## config.mk

```make
export PLATFORM = sky130hd
export DESIGN_NAME = key_debounce_array
export DESIGN_NICKNAME = d
export VERILOG_FILES = /design/src/rtl/key_debounce_array.sv
export SDC_FILE = /design/constraint.sdc
export NUM_CORES = 1
export LEC_CHECK = 0
export CORE_MARGIN = 4
export CORE_UTILIZATION = 55
export DETAILED_ROUTE_END_ITERATION = 8
export PLACE_DENSITY = 0.72
export SYNTH_ARGS = -nofsm -noshare
export SYNTH_HDL_FRONTEND = slang
export SYNTH_SLANG_ARGS = --single-unit
```

## constraint.sdc

```tcl
create_clock -name clk -period 2.9 [get_ports clk]
set_input_delay 0.725 -clock clk [delete_from_list [all_inputs] [get_ports clk]]
set_output_delay 0.725 -clock clk [all_outputs]
set_load 0.1 [all_outputs]
```

## src/rtl/key_debounce_array.sv

```systemverilog
// key_debounce_array: per-key sync/debounce with press, release, long-press and optional auto-repeat (KEY_REPEAT_EN) pulses
module key_debounce_array #(
    parameter int   NUM_KEYS   = 4,
    parameter int   CNT_MAX    = 1_000_000,
    parameter int   LONG_MAX   = 50_000_000,
    parameter int   REPEAT_MAX = 10_000_000,
    parameter logic IDLE_LEVEL = 1'b1
) (
    input  logic                clk,
    input  logic                rst,
    input  logic [NUM_KEYS-1:0] key_in,
    output logic [NUM_KEYS-1:0] key_state,
    output logic [NUM_KEYS-1:0] press_flag,
    output logic [NUM_KEYS-1:0] release_flag,
    output logic [NUM_KEYS-1:0] long_flag,
    output logic [NUM_KEYS-1:0] repeat_flag
);
    localparam int CW = CNT_MAX > 1 ? $clog2(CNT_MAX) : 1;
    localparam int HW = $clog2(LONG_MAX + 2);
    localparam logic [CW-1:0] CNT_LAST = CW'(CNT_MAX - 1);
    localparam logic [HW-1:0] LONG_V = HW'(LONG_MAX);
    localparam logic [HW-1:0] HOLD_SAT = '1;
    logic [NUM_KEYS-1:0] sync1_q, sync2_q, key_state_q, key_state_d;
    logic [NUM_KEYS-1:0] press_q, press_d, release_q, release_d, long_q, long_d;
    logic [NUM_KEYS-1:0] flip, held;
    logic [CW-1:0] cnt_q [NUM_KEYS];
    logic [CW-1:0] cnt_d [NUM_KEYS];
    logic [HW-1:0] hold_q [NUM_KEYS];
    logic [HW-1:0] hold_d [NUM_KEYS];
    always_comb begin
        key_state_d = key_state_q;
        press_d = '0;
        release_d = '0;
        long_d = '0;
        flip = '0;
        held = '0;
        cnt_d = cnt_q;
        hold_d = hold_q;
        for (int k = 0; k < NUM_KEYS; k++) begin
            flip[k] = sync2_q[k] != key_state_q[k] && cnt_q[k] == CNT_LAST;
            key_state_d[k] = flip[k] ? sync2_q[k] : key_state_q[k];
            cnt_d[k] = (sync2_q[k] != key_state_q[k] && !flip[k]) ? cnt_q[k] + CW'(1) : '0;
            held[k] = key_state_d[k] != IDLE_LEVEL;
            press_d[k] = flip[k] && held[k];
            release_d[k] = flip[k] && !held[k];
            hold_d[k] = !held[k] ? '0 : flip[k] ? HW'(1) : hold_q[k] == HOLD_SAT ? hold_q[k] : hold_q[k] + HW'(1);
            long_d[k] = held[k] && hold_q[k] == LONG_V;
        end
    end
    always_ff @(posedge clk) begin
        if (rst) begin
            sync1_q <= {NUM_KEYS{IDLE_LEVEL}};
            sync2_q <= {NUM_KEYS{IDLE_LEVEL}};
            key_state_q <= {NUM_KEYS{IDLE_LEVEL}};
            press_q <= '0;
            release_q <= '0;
            long_q <= '0;
            cnt_q <= '{default: '0};
            hold_q <= '{default: '0};
        end else begin
            sync1_q <= key_in;
            sync2_q <= sync1_q;
            key_state_q <= key_state_d;
            press_q <= press_d;
            release_q <= release_d;
            long_q <= long_d;
            cnt_q <= cnt_d;
            hold_q <= hold_d;
        end
    end
    assign key_state = key_state_q;
    assign press_flag = press_q;
    assign release_flag = release_q;
    assign long_flag = long_q;
`ifdef KEY_REPEAT_EN
    localparam int RW = REPEAT_MAX > 1 ? $clog2(REPEAT_MAX) : 1;
    localparam logic [RW-1:0] REP_LAST = RW'(REPEAT_MAX - 1);
    logic [NUM_KEYS-1:0] repeat_q, repeat_d;
    logic [RW-1:0] rep_q [NUM_KEYS];
    logic [RW-1:0] rep_d [NUM_KEYS];
    // Timer runs only once the hold count has passed LONG_MAX, i.e. from the long_flag cycle on
    always_comb begin
        repeat_d = '0;
        rep_d = rep_q;
        for (int k = 0; k < NUM_KEYS; k++) begin
            rep_d[k] = (held[k] && hold_q[k] > LONG_V) ? (rep_q[k] == REP_LAST ? '0 : rep_q[k] + RW'(1)) : '0;
            repeat_d[k] = held[k] && hold_q[k] > LONG_V && rep_q[k] == REP_LAST;
        end
    end
    always_ff @(posedge clk) begin
        if (rst) begin
            repeat_q <= '0;
            rep_q <= '{default: '0};
        end else begin
            repeat_q <= repeat_d;
            rep_q <= rep_d;
        end
    end
    assign repeat_flag = repeat_q;
`else
    assign repeat_flag = '0;
`endif
endmodule
```

* Yosys cells after proc, flatten, opt, wreduce, memory -nomap -nowiden
Index checks and enable logic that the tools add are counted.
** Word-level totals
- Register bits :: 208
- Bits in latches :: 0
- Bits in writable memories :: 0
- Bits in read-only memories :: 0
- Input bits :: 6
- Memories kept :: 0
** Operators by class
- $add $sub $neg :: 8
- Multipliers :: 0
- Div/mod/pow operators :: 0
- $lt $le $gt $ge :: 0
- Equal/unequal tests :: 20
- Shifts and indexed selects :: 0
- Muxes and demuxes :: 12
- Bitwise gates (word level) :: 8
- Reduce and logical (&&, ||, !) cells :: 36
** Operators with widths (count)
- $eq A26 B26 Y1 const B :: 8
- $add A26 B1 Y26 const B :: 4
- $add A20 B1 Y20 const B :: 4
- $eq A20 B20 Y1 const B :: 4
- $logic_and A1 B1 Y1 :: 20
- $reduce_or A2 Y1 :: 8
- $mux W1 :: 12
- $reduce_or A3 Y1 :: 4
- $ne A2 B2 Y1 const B :: 4
- $not A1 Y1 :: 8
- $logic_not A1 Y1 :: 4
- $ne A1 B1 Y1 :: 4

* Longest topological paths before layout
Gate-level depths: netlist of the first run.
- Depth in word-level cells :: 6
- Gate-level depth with buffers :: 8

* Least setup slack after synthesis of the first run
No wires, ideal clock.
- Path type :: reg2reg
- Start :: register hold_q[0] in the netlist's numbering
- End :: register hold_q[5] in the netlist's numbering
- Library setup time :: 0.117 ns
- Data arrival time :: 1.914 ns
- Setup slack :: 0.869 ns
- Cell stages (with the launch flop) :: 9
- Buffers on the path :: 2
- Cells stage by stage :: dfxtp_1 ha_1 nand3_1 or4_1 buf_2 buf_6 o211ai_1 xor2_1 nor2_1
** On the way
- Word-level cells in the longest chain between the ends :: 1
- Elaborated cells on any way between the ends :: 2
- Classes of those cells :: add/sub (1); eq/ne (1)
** Ends and longest elaborated chain
- start: declaration :: RTL line 28 : logic [HW-1:0] hold_q [NUM_KEYS];
- start signal: assignment :: RTL line 68 : hold_q <= hold_d;
- $add A26 B1 Y26 or $eq A26 B26 Y1 (tied branches) :: RTL line 46 : hold_d[k] = !held[k] ? '0 : flip[k] ? HW'(1) : hold_q[k] == HOLD_SAT ? hold_q[k] : hold_q[k] + HW'(1);
Parallel ways exist; a longest one is shown, timed or not.
A chain may end at the register's enable or synchronous reset.

* Worst setup path in the final report of the first run
- Start :: register hold_q[0] in the netlist's numbering
- End :: register hold_q[24] in the netlist's numbering
Same word-level chain as after synthesis.

==> results of run 1 <==
-- cell usage in the layout, fill, tap and decap left out, types with 4 or more instances in the layout --
| cell | synthesis | routed |
|---|---|---|
| o211ai_1 | 7 | 7 |
| buf_4 | 4 | 30 |
| nor4_2 | 3 | 4 |
| conb_1 | 1 | 4 |
| nor4_1 | 30 | 29 |
| o21ai_1 | 4 | 4 |
| xor2_1 | 72 | 72 |
| nor2b_1 | 4 | 4 |
| nor3b_1 | 5 | 5 |
| clkbuf_16 | 0 | 23 |
| nor3_1 | 24 | 24 |
| or3_1 | 4 | 4 |
| clkinv_2 | 0 | 9 |
| nand4_1 | 56 | 56 |
| nand2_1 | 64 | 64 |
| nand3_1 | 66 | 66 |
| and3_1 | 29 | 29 |
| and2_1 | 8 | 8 |
| and4_1 | 33 | 33 |
| nor2_1 | 192 | 192 |
| or2_2 | 12 | 12 |
| nor4b_1 | 16 | 16 |
| o2111ai_1 | 6 | 6 |
| a21oi_1 | 30 | 30 |
| dfxtp_1 | 208 | 208 |
| xnor2_1 | 83 | 83 |
| ha_1 | 12 | 12 |
| clkdlybuf4s50_1 | 0 | 5 |
| inv_1 | 24 | 24 |
| o21ai_0 | 11 | 11 |
| a211oi_1 | 21 | 21 |
| a31oi_1 | 7 | 7 |
-- cells by family after synthesis --
| group | Yosys count |
|---|---|
| XOR/XNOR | 155 |
| AND/OR/NAND/NOR | 560 |
| buffers and inverters | 66 |
| multiplexers | 3 |
| other | 1 |
| flip-flops | 208 |
| adder cells (fa/ha/maj) | 12 |
| AO/OA/AOI/OAI | 105 |
-- per-stage QoR --
step / power (mW) / cells / area, sq um
final: 5.77 / 1372 / 10800
after global placement: 2.99 / 1331 / 10000
after CTS: 5.84 / 1372 / 10800
after global routing: 5.95 / 1372 / 10800
after floorplan: 2.98 / 1113 / 9660
after detailed placement: 2.99 / 1331 / 10000
-- synth_stat cells, drive strengths merged (5+ instances only) --
cell | n | area (sq um)
dfxtp | 208 | 4160
nor2 | 193 | 732
xnor2 | 83 | 727
xor2 | 72 | 631
nand3 | 66 | 330
nand2 | 64 | 240
nand4 | 57 | 363
and4 | 33 | 289
nor4 | 33 | 225
a21oi | 30 | 150
and3 | 29 | 181
clkbuf | 24 | 91.3
inv | 24 | 90.1
nor3 | 24 | 120
a211oi | 21 | 158
buf | 18 | 105
nor4b | 16 | 140
o21ai | 15 | 75.1
ha | 12 | 150
or2 | 12 | 75.1
and2 | 9 | 56.3
o211ai | 8 | 65.1
a31oi | 7 | 43.8
o2111ai | 7 | 67.6
nor3b | 5 | 37.5
-- worst paths after layout --
check	depth (start not counted)	end	startpoint
setup / recovery	6	hold_q[24]	hold_q[0]
hold reg to reg	1	sync2_q[0]	sync1_q[0]
hold / removal	1	sync2_q[0]	sync1_q[0]
setup reg to reg	6	hold_q[24]	hold_q[0]
-- registers in the layout, indices dropped and copies added (netlist names) --
name and count:
hold_q 104, cnt_q 80, key_state 4, long_flag 4
press_flag 4, release_flag 4, sync1_q 4, sync2_q 4
-- area by class of cell --
cell class              count  area, sq um
clock buffers              27          611
clock inverters            14          130
fillers                  1492         6460
inverters                  24         90.1
multi-input cells         839         5230
flip-flops and latches    208         4160
well taps                 225          282
repair buffers             35          275
-- worst max-delay path: stages (launching register included) --
cell	delay [ps]
dfxtp_1	400
ha_1	200
nand3_1	180
or4_1	910
nor2_1	310
a31oi_1	140
a311oi_1	290
-- power breakdown --
part | switching, mW | internal (mW)
registers | 0.00458 | 2.86
logic | 0.0403 | 0.0137
clock network | 1.16 | 1.69
-- layer usage --
metal	global-route usage (%)	share of wire, %
met1	25.6	50
met2	30.5	45
met3	3.04	3.2
met4	5.71	2.2
met5	0	0
==> flow_summary_export.csv, run 1 <==
group,metric,value,unit
status,status,"finished clean",
power_and_ir_drop,p_leak,3.41,nW
sta,fmax,392,MHz
finish,antenna_cells,0,
sta,hold_viol_final,0,
logic_synthesis,synth_edf_count,0,
logic_synthesis,synthAdderAreaFrac,1.56,%
finish,syn2layout_area_growth,11.7,%
sta,fin_crit,2550,ps
route,firstDrtPassIters,5,
logic_synthesis,synth_compound_area_share,7.52,%
finish,finish.utilization,62.5,%
worst_setup_path,cp_max_fo,16,
sta,holdWs,412,ps
sta,finalWorstSetupSlack,351,ps
finish,drive_gt1_share,8.46,%
route,drt-total-wl,18.7,mm
sta,fin_skew,9.79,ps
logic_synthesis,synth_xor_area_share,14.1,%
floorplanning,die_area,0.0197,sq mm
power_and_ir_drop,peakVddDrop,0.000445,V
grt,track_usage,18.7,%
flow_run,max_cap_viol_count,0,
clocking,clock-sinks,208,
clocking,cts_resized,0,
placed_design,hpwl,12.6,mm
grt,gr-total-overflow,0,
logic_synthesis,syn_area,0.00965,sq mm
finish,nets,1149,
route,vias_per_cell,5.63,
sta,fin_setup_tns,0,ps
grt,grt_start_max_net_pins,27,
placed_design,pre_cts_ws,310,ps
clocking,clock_latency,510,ps
clocking,ctsHtreeMaxLevel,1,
logic_synthesis,synth_cells,1110,
route,final_antenna_net_count,0,
placed_design,globalplace.congestion,0.804,
logic_synthesis,synth_top_family_by_area,"simple AND/OR/NAND/NOR gates",
grt,grt_pass1_vias,7193,
logic_synthesis,synth_cell_type_count,57,
clocking,cts_buffers,23,
worst_setup_path,crit_type,"flip-flop to flip-flop",
route,vias,7730,
worst_setup_path,cp.arrival,2950,ps
floorplanning,dieHeight,140,um
clocking,cts.clk_slew.worst_paths,60,ps
sta,timing.slew.headroom,38.8,%
placed_design,portBuffers,21,
worst_setup_path,cp-end-kind,"flip-flop",
logic_synthesis,synth.avg_cell_area,8.69,sq um
floorplanning,dieWidth,140,um
floorplanning,rows,48,
sta,slew_violations,0,
power_and_ir_drop,p_per_area,535,mW/mm^2
route,drt_iter0_drc,455,
logic_synthesis,ys_seq_area_share,43.2,%
grt,grt_pass1_wl,32.4,mm
sta,rsz0062_at_grt,"false",
route,drc_errors,0,
worst_setup_path,required,3300,ps
worst_setup_path,ff2ff_setup_slack,350,ps
clocking,cts-hold-fix-buffers,0,
clocking,cts_tree,"built",
clocking,ctsRootBufferMaster,"clkbuf_16",
grt,grt_antenna_before_repair,0,
logic_synthesis,synth.area.mux_share,0.311,%
sta,tightest_slew,913,ps
logic_synthesis,synthArstFlopShare,0,%
logic_synthesis,ys_warn_count,0,
logic_synthesis,synth-simple-area-share,30.4,%
clocking,clk_path_buf_depth,3,
sta,setup_violations,0,
route,wl_per_cell,13.6,um
floorplanning,io_pins,26,
sta,finalCritPeriodShare,87.9,%
floorplanning,core,0.0172,sq mm
floorplanning,start_util,56.0,%
clocking,cts_setup_buffers,0,
logic_synthesis,synth_flop_cell,"dfxtp_1",
worst_setup_path,start_kind,"flip-flop",
logic_synthesis,synth_seq_cells,208,
min_path,hp-class,"flip-flop to flip-flop",
Note: power is estimated with default switching activity, not from simulation.
==> inputs of run 2 (changes only) <==
--- a/config.mk
+++ b/config.mk
@@ -8,7 +8,8 @@
 export CORE_MARGIN = 4
 export CORE_UTILIZATION = 55
 export DETAILED_ROUTE_END_ITERATION = 8
-export PLACE_DENSITY = 0.72
+export DONT_BUFFER_PORTS = 1
+export PLACE_DENSITY = 0.7
 export SYNTH_ARGS = -nofsm -noshare
 export SYNTH_HDL_FRONTEND = slang
 export SYNTH_SLANG_ARGS = --single-unit
==> run 2 against run 1 <==
- clock skew barely moved
- maximum frequency rose by 3.7%
- largest cell class unchanged
- setup slack improved by 91 ps
- hold slack got worse by 100 ps
- first-iteration DRC count fell by 4.6%
- die area did not move
- utilization fell by 0.72 points
- cell count fell by 1.3%
- register-to-register slack improved by 90 ps
- count of clock-buffer cells in the layout rose by 5
- design area fell by 1.1%
- global-route usage fell by 0.12 points
==> flow_summary_export.csv, run 2 (same netlist as run 1, synthesis figures left out) <==
group,metric,value,unit
status,status,"finished clean",
clocking,cts_buffers,22,
placed_design,globalplace.congestion,0.787,
sta,fin_crit,2460,ps
sta,rsz0062_at_grt,"false",
sta,setup_violations,0,
route,final_antenna_net_count,0,
placed_design,hpwl,12.4,mm
placed_design,place_area,0.00990,sq mm
worst_setup_path,cp-end-kind,"flip-flop",
power_and_ir_drop,peakVddDrop,0.000450,V
sta,timing.slew.headroom,36.2,%
worst_setup_path,start_kind,"flip-flop",
sta,fin_setup_tns,0,ps
power_and_ir_drop,p_leak,3.34,nW
finish,postLayoutCellArea,0.0107,sq mm
sta,tightest_slew,956,ps
route,vias,7697,
finish,num-fill-cells,1489,
finish,drive_gt1_share,7.53,%
route,wl_met3,687,um
sta,fmax,407,MHz
grt,gr-total-overflow,0,
grt,track_usage,18.6,%
min_path,hp-class,"primary input to flip-flop",
worst_setup_path,cp_num_buf_inv,0,
floorplanning,start_util,56.0,%
route,drt-total-wl,18.4,mm
worst_setup_path,required,3310,ps
placed_design,pre_cts_ws,468,ps
floorplanning,io_pins,26,
floorplanning,core,0.0172,sq mm
floorplanning,dieHeight,140,um
worst_setup_path,crit_slowest_cell,"or4_1",
worst_setup_path,crit_chain,"ha_1 -> nand3_1 -> or4_1 -> nor2_1 -> a31oi_1 -> a311oi_1",
route,wl_met1,9.17,mm
worst_setup_path,cp_max_fo,16,
sta,finalCritPeriodShare,84.7,%
worst_setup_path,crit_family,"simple AND/OR/NAND/NOR gates",
worst_setup_path,worst-path-stages,6,
finish,syn2layout_area_growth,10.4,%
finish,nets,1132,
route,drt_iter0_drc,434,
worst_setup_path,ff2ff_setup_slack,440,ps
sta,finalWorstSetupSlack,442,ps
floorplanning,die_area,0.0197,sq mm
grt,grt_pass1_vias,7057,
clocking,clock-sinks,208,
finish,max_flop_register,"hold_q",
finish,layout_common_cells,"dfxtp_1 (208), nor2_1 (192), xnor2_1 (83), xor2_1 (72), nand3_1 (66)",
grt,grt_antenna_before_repair,0,
worst_setup_path,regToRegStartpoint,"hold_q[0]",
route,wl_per_cell,13.6,um
sta,fin_skew,9.87,ps
placed_design,place_inst,1315,
clocking,cts_setup_buffers,0,
worst_setup_path,crit_end,"hold_q[24]",
clocking,clock_latency,500,ps
clocking,clk_path_buf_depth,3,
clocking,cts_resized,0,
floorplanning,rows,48,
finish,largest_register_ffs,104,
finish,finish.utilization,61.8,%
route,firstDrtPassIters,5,
clocking,ctsHtreeMaxLevel,1,
grt,grt_pass1_wl,32.2,mm
worst_setup_path,crit_path_start,"hold_q[0]",
sta,slew_violations,0,
worst_setup_path,r2r_cells,6,
grt,grt_start_max_net_pins,27,
sta,holdWs,310,ps
clocking,cts_tree,"built",
clocking,cts-hold-fix-buffers,0,
finish,antenna_cells,0,
route,maxUsedRoutingLayer,"met4",
power_and_ir_drop,p_per_area,540,mW/mm^2
worst_setup_path,crit_type,"flip-flop to flip-flop",
worst_setup_path,cpPeakStageDelay,920,ps
sta,hold_viol_final,0,
power_and_ir_drop,total_power,5.75,mW
finish,fin_cells,1354,
clocking,cts.clk_slew.worst_paths,60,ps
clocking,ctsRootBufferMaster,"clkbuf_16",
flow_run,max_cap_viol_count,0,
route,routed-wl-met2,8.22,mm
placed_design,portBuffers,0,
finish,top_regs,"hold_q x104, cnt_q x80",
floorplanning,dieWidth,140,um
route,vias_per_cell,5.68,
worst_setup_path,cp.arrival,2870,ps
finish,final_common_cell,"dfxtp_1",
worst_setup_path,r2r_end,"hold_q[24]",
route,drc_errors,0,
## run 2: cell count changes in the layout (fill, tap and decap cells not counted), moves of 3 or more
cell             previous run  this run
clkbuf_8                    2         8
clkdlybuf4s50_1             5         0
buf_4                      30        19
clkinv_2                    9         6
## run 2: area by class of cell
cell class	instances	area, sq um	area share (%)
clock inverters	7	60.1	0.564
well taps	225	282	2.64
multi-input cells	839	5230	49.1
inverters	24	90.1	0.846
repair buffers	19	143	1.34
flip-flops and latches	208	4160	39.1
clock buffers	32	689	6.47
## run 2: per-layer routing
metal | vias to the layer above | GRT usage, %
met5 | - | 0
met4 | 0 | 4.54
met3 | 31 | 2.90
met2 | 114 | 29.8
met1 | 3617 | 26.3
li1 | 3935 | -
## run 2: worst min path at each step
| stage | endpoint | start | cells past startpoint |
|---|---|---|---|
| 3_3_place_gp | sync2_q[2] | sync1_q[2] | 1 |
| 2_1_floorplan | sync2_q[0] | sync1_q[0] | 1 |
| 3_5_place_dp | sync2_q[2] | sync1_q[2] | 1 |
| 5_1_grt | press_flag[2] | rst | 1 |
| 4_1_cts | release_flag[1] | rst | 1 |
| 6_report | press_flag[2] | rst | 1 |
## run 2: power breakdown
group          leakage (nW)  switching, mW  internal, mW
clock                 0.380           1.11          1.73
combinational          1.28         0.0339       0.00700
sequential             1.68        0.00517          2.86
